<file path="src/rtl/rat_pkg.sv">
// Shared types for the maze rat: move encoding, tracker FSM states and error codes.
package rat_pkg;

    typedef enum logic [1:0] {
        MV_UP    = 2'b00,
        MV_RIGHT = 2'b01,
        MV_DOWN  = 2'b10,
        MV_LEFT  = 2'b11
    } move_t;

    typedef enum logic [1:0] {
        ST_IDLE,
        ST_TRACK,
        ST_DONE,
        ST_ERROR
    } trk_state_t;

    localparam logic [1:0] ERR_NONE  = 2'd0;
    localparam logic [1:0] ERR_OOB   = 2'd1;
    localparam logic [1:0] ERR_SHORT = 2'd2;
    localparam logic [1:0] ERR_EXTRA = 2'd3;

endpackage

</file>
<file path="src/rtl/rat_step_calc.sv">
// Combinational single-step position update with grid bound check (no wrap-around).
module rat_step_calc
    import rat_pkg::*;
#(
    parameter int GRID_H = 16,
    parameter int GRID_W = 16,
    parameter int ROW_W  = $clog2(GRID_H),
    parameter int COL_W  = $clog2(GRID_W)
) (
    input  logic [ROW_W-1:0] row,
    input  logic [COL_W-1:0] col,
    input  move_t            move,
    output logic [ROW_W-1:0] next_row,
    output logic [COL_W-1:0] next_col,
    output logic             oob
);

    localparam logic [ROW_W-1:0] ROW_MAX = ROW_W'(GRID_H - 1);
    localparam logic [COL_W-1:0] COL_MAX = COL_W'(GRID_W - 1);

    // Bound is checked against the current position so an edge move never wraps.
    always_comb begin
        next_row = row;
        next_col = col;
        oob      = 1'b0;
        unique case (move)
            MV_UP: begin
                if (row == '0) oob = 1'b1;
                else next_row = row - ROW_W'(1);
            end
            MV_RIGHT: begin
                if (col >= COL_MAX) oob = 1'b1;
                else next_col = col + COL_W'(1);
            end
            MV_DOWN: begin
                if (row >= ROW_MAX) oob = 1'b1;
                else next_row = row + ROW_W'(1);
            end
            MV_LEFT: begin
                if (col == '0) oob = 1'b1;
                else next_col = col - COL_W'(1);
            end
        endcase
    end

endmodule

</file>
<file path="src/rtl/rat_path_tracker.sv">
// Follows the solver's replayed moves, tracking position and step count and
// flagging arrival at the goal or any path error.
module rat_path_tracker
    import rat_pkg::*;
#(
    parameter int GRID_H    = 16,
    parameter int GRID_W    = 16,
    parameter int START_ROW = 0,
    parameter int START_COL = 0,
    parameter int GOAL_ROW  = GRID_H - 1,
    parameter int GOAL_COL  = GRID_W - 1,
    parameter int STEP_W    = 8
) (
    input  logic                      clk,
    input  logic                      rst,
    input  logic                      start,
    input  logic                      move_valid,
    input  logic [1:0]                move,
    input  logic                      move_last,
    output logic                      move_ready,
    output logic [$clog2(GRID_H)-1:0] row,
    output logic [$clog2(GRID_W)-1:0] col,
    output logic [STEP_W-1:0]         step_count,
    output logic                      busy,
    output logic                      arrived,
    output logic                      err,
    output logic [1:0]                err_code
);

    localparam int ROW_W = $clog2(GRID_H);
    localparam int COL_W = $clog2(GRID_W);

    localparam logic [ROW_W-1:0] START_R = ROW_W'(START_ROW);
    localparam logic [COL_W-1:0] START_C = COL_W'(START_COL);
    localparam logic [ROW_W-1:0] GOAL_R  = ROW_W'(GOAL_ROW);
    localparam logic [COL_W-1:0] GOAL_C  = COL_W'(GOAL_COL);

    trk_state_t       state;
    logic [ROW_W-1:0] next_row;
    logic [COL_W-1:0] next_col;
    logic             step_oob;

    rat_step_calc #(
        .GRID_H (GRID_H),
        .GRID_W (GRID_W),
        .ROW_W  (ROW_W),
        .COL_W  (COL_W)
    ) u_step (
        .row      (row),
        .col      (col),
        .move     (move_t'(move)),
        .next_row (next_row),
        .next_col (next_col),
        .oob      (step_oob)
    );

    assign move_ready = (state == ST_TRACK);
    assign busy       = (state == ST_TRACK);

    // start outranks everything but reset, so a move offered alongside it is dropped.
    always_ff @(posedge clk) begin
        if (!rst) begin
            state      <= ST_IDLE;
            row        <= '0;
            col        <= '0;
            step_count <= '0;
            arrived    <= 1'b0;
            err        <= 1'b0;
            err_code   <= ERR_NONE;
        end else if (start) begin
            state      <= ST_TRACK;
            row        <= START_R;
            col        <= START_C;
            step_count <= '0;
            arrived    <= 1'b0;
            err        <= 1'b0;
            err_code   <= ERR_NONE;
        end else begin
            case (state)
                ST_TRACK: begin
                    if (move_valid) begin
                        if (step_oob) begin
                            err      <= 1'b1;
                            err_code <= ERR_OOB;
                            state    <= ST_ERROR;
                        end else begin
                            row <= next_row;
                            col <= next_col;
                            if (step_count != '1) step_count <= step_count + STEP_W'(1);
                            // Reaching the goal wins over move_last; later moves are caught in DONE.
                            if (next_row == GOAL_R && next_col == GOAL_C) begin
                                arrived <= 1'b1;
                                state   <= ST_DONE;
                            end else if (move_last) begin
                                err      <= 1'b1;
                                err_code <= ERR_SHORT;
                                state    <= ST_ERROR;
                            end
                        end
                    end
                end
                ST_DONE: begin
                    if (move_valid) begin
                        err      <= 1'b1;
                        err_code <= ERR_EXTRA;
                        state    <= ST_ERROR;
                    end
                end
                default: ;
            endcase
        end
    end

endmodule

</file>
<file path="config.mk">
export PLATFORM = sky130hd
export DESIGN_NAME = rat_path_tracker
export DESIGN_NICKNAME = d
export VERILOG_FILES = /design/src/rtl/rat_pkg.sv /design/src/rtl/rat_step_calc.sv /design/src/rtl/rat_path_tracker.sv
export SDC_FILE = /design/constraint.sdc
export NUM_CORES = 1
export LEC_CHECK = 0
export ABC_CLOCK_PERIOD_IN_PS = 3000
export CAP_MARGIN = 0
export CORE_MARGIN = 4
export CORE_UTILIZATION = 43
export DETAILED_ROUTE_END_ITERATION = 12
export PLACE_DENSITY = 0.68
export SLEW_MARGIN = 20
export SYNTH_ARGS = -nofsm -noshare
export SYNTH_HDL_FRONTEND = slang
export SYNTH_SLANG_ARGS = --single-unit
</file>
<file path="constraint.sdc">
create_clock -name clk -period 3 [get_ports clk]
set_clock_uncertainty 0.05 [all_clocks]
set_input_delay 0.6 -clock clk [delete_from_list [all_inputs] [get_ports clk]]
set_output_delay 0.6 -clock clk [all_outputs]
set_load 0.1 [all_outputs]
</file>
==> metrics.md <==
| Metric | Value |
|---|---|
| Core Footprint | between 3000 and 4000 um^2 |
| Cell Rows | 21 |
| Drt first-iter violations | 113 |
| Avg Vias per Cell | about 5.8 |
| # DRC | 0 |
| Worst-case clock buffer depth | 2 |
| Worst endpoint required time | between 3000 and 4000 ps |
| Ys Warns | 0 |
| Worst R2R Setup Slack | 450 ps |
| Post-synth EDFFs | 0 |
| Leak | 0.7618 nW |
| Hold path start | err |
| Hold Path Depth | 2 |
| WL/cell | roughly 14 um |
| Net Count, Synth | approximately 210 |
| Critical Path Sink Type | flip-flop |
| First-pass GRT wire length | roughly 7 mm |
| Worst Path Max Fanout | 12 |
| Worst-path clk slew | 80 ps |
| Startpoint types | primary input |
| Met3 Use GR | 2.917% |
| Commonest non-fill, non-tap cell in the layout | buf_4 |
| Worst-Margin Slew | between 400 and 500 ps |
| Inst Count DP | 270 |
| Status | complete, no violations |
| Ranking of synthesized cells by area | dfxtp_1 28%, ha_1 5.6%, nor2_1 4.5% |
| Router iterations before antenna repair | 4 |
| GR Util met1 | 25.60% |
| Syn Inst Count | between 150 and 200 |
| WS Path Type | primary input to flip-flop |
| Total power | 674.2 uW |
| Layout cells sized above 1 | 20.61% |
| Final setup viols | 0 |
| Slew Viols, Final | 0 |
| Hold WC Path Type | flip-flop to flip-flop |
| I/O pins | 29 |
| Initial antenna violation count | 0 |
| Cell Area, Synth | 1578 um^2 |
| Hold endpoint | err |
| Die ar. | 4703 um^2 |
| R2R depth | 9 |
| CP arrival | 2830 ps |
| Worst VDD drop | 0.4046 mV |
| Unrepaired setup endpoints after global routing | false |
| Design area | 1938 um^2 |
| Die Y | between 60 and 70 um |
| Post-CTS Setup Inserts | 0 |
| TritonCTS Buffers | 3 |
| IO Port Bufs | 28 |
| Crit share post-route | 90.16% |
| Fmax | 369.7 MHz |
| Avg Cell Area, Syn | 7.928 um^2 |
| Initial cell density of the core | a little under half |
| Most frequent cells in the layout | 30 x buf_4, 20 x dfxtp_1, 19 x nor2_1, 16 x inv_1, 11 x nand3_1 |
| Ys async rst share | 0% |
| Syn-to-layout area delta | 22.84% |
| Leading area contributor after synthesis | dfxtp_1 |
| CTS resizes | 0 |
| Grt total ovfl | 0 |
| Placement Cell Area | around 1900 um^2 |
| Worst R2R End | state[0] |
| Tot GR Track Use | 18.66% |
| Final hold vios | 0 |
| Distinct cells, synth | 58 |
| Most used routing layer | met2 |
| Final min period | 2705 ps |
| Ant. Diodes | 0 |
| Clk sink count | 22 |
| Final setup TNS | 0 ps |
| Seq cells post-synth | 22 |
| Reg2reg start | col[0] |
| TritonCTS clock tree | built |
| Nets | 243 |
| Sequential-to-total area share from yosys stat | around 28% |
| Vias in the first global route | 1549 |
| Post-DRT Antenna Nets | 0 |
| Synth Flop Type | dfxtp_1 |
| Latest clock arrival within the worst-skew pair | 250 ps |
| Cts-stage hold buffer count | 0 |
| Cell Count, Final, Fillers Out | 274 |
| Max-cap violations | 0 |
| Worst slew margin | 72.00% |
| RePlAce Congestion | 0.8226 |
| PD cells | approximately 350 nW/um^2 |
| DP HPWL | 3.015 mm |
| Clk root buf | clkbuf_8 |
| Yosys top cell area share | 27.91% |
| Vias | 1592 |
| Met2 Resource Use GR | 30.15% |
| Die X | between 60 and 70 um |
| Total wire length | 3.939 mm |
| CTS H-tree lvls | 1 |
| Largest net degree at the start of global routing | 23 |
worst max-delay path: stages:
cell and delay, ps:
clkdlybuf4s50_1 690, or3b_2 500, o32ai_1 170, nor4bb_1 100
and4bb_2 250, buf_4 150, a41o_1 200, a211oi_1 170
sequential cells by signal, indices dropped and copies added, names as in the netlist:
signal,flops
step_count,8
col,4
row,4
err_code,2
state,2
arrived,1
err,1
layout make-up:
| cell class | count | area, um^2 |
|---|---|---|
| fill | 329 | 1504 |
| multi-input combinational | 149 | 1017 |
| sequential | 22 | 442.9 |
| timing repair buffer | 37 | 305.3 |
| inverter | 16 | 60.06 |
| tap | 46 | 57.56 |
| clock buffer | 4 | 55.05 |
routing by layer:
metal | vias up | part of all wire, %
met4 | 0 | 0.76
met2 | 42 | 48
met1 | 762 | 46
met5 | - | 0
li1 | 784 | -
met3 | 4 | 4.8
cell families (layout without fill, tap and decap cells):
| kind of cell | after synthesis | after routing | share of synthesized area, % |
|---|---|---|---|
| and+or+nand+nor | 82 | 82 | 29.58 |
| AOI/OAI and AO/OA | 47 | 47 | 21.41 |
| buffers and inverters | 28 | 57 | 7.613 |
| DFF | 22 | 22 | 27.91 |
| xor gates and xnor gates | 8 | 8 | 4.441 |
| adders and majority gates | 7 | 7 | 5.551 |
| muxes | 5 | 5 | 3.489 |
synthesized netlist by cell type (2+ instances only):
master     instances
a211oi_1           5
a21boi_0           2
a21oi_1           10
a31oi_1            2
a41oi_1            3
and2_1             2
and3_1             3
buf_2              3
clkbuf_1           6
dfxtp_1           22
ha_1               7
inv_1             16
mux2i_1            4
nand2_1           10
nand2b_1           3
nand3_1           11
nand3b_1           2
nand4_1            2
nor2_1            19
nor2b_1            2
nor3_1             8
nor3b_1            2
nor4_1             3
o2111ai_1          2
o211ai_1           2
o21ai_0            7
o31ai_1            2
or3_1              3
xnor2_1            7
power by group:
group	leakage, nW	switching [mW]	internal, mW
logic	0.554	0.108	0.0530
clock network	0.0288	0.0923	0.117
registers	0.179	0.00666	0.298
total	0.762	0.207	0.468
worst max-delay path by stage:
stage | from | endpoint | slack [ps] | cells after the start
2_1_floorplan | row[0] | err_code[0] | 50 | 9
3_5_place_dp | move[0] | err_code[0] | 40 | 7
5_1_grt | move[0] | step_count[7] | 100 | 7
6_report | move[0] | state[0] | 300 | 8
3_3_place_gp | move[0] | err_code[0] | 60 | 7
4_1_cts | move[0] | state[0] | 310 | 8
stage by stage:
| stage | setup WS (ps) | hold slack (ps) | utilization [%] |
|---|---|---|---|
| after CTS | 305.2 | 408.7 | 56.31 |
| after global routing | 97.05 | 458.8 | 56.31 |
| after global placement | 55.26 | 397.9 | 54.71 |
| after detailed placement | 39.21 | 393.0 | 54.71 |
| final | 295.3 | 409.5 | 56.31 |
| after floorplan | 51.64 | 491.7 | - |
No activity file was read; power rests on OpenSTA's default activity.
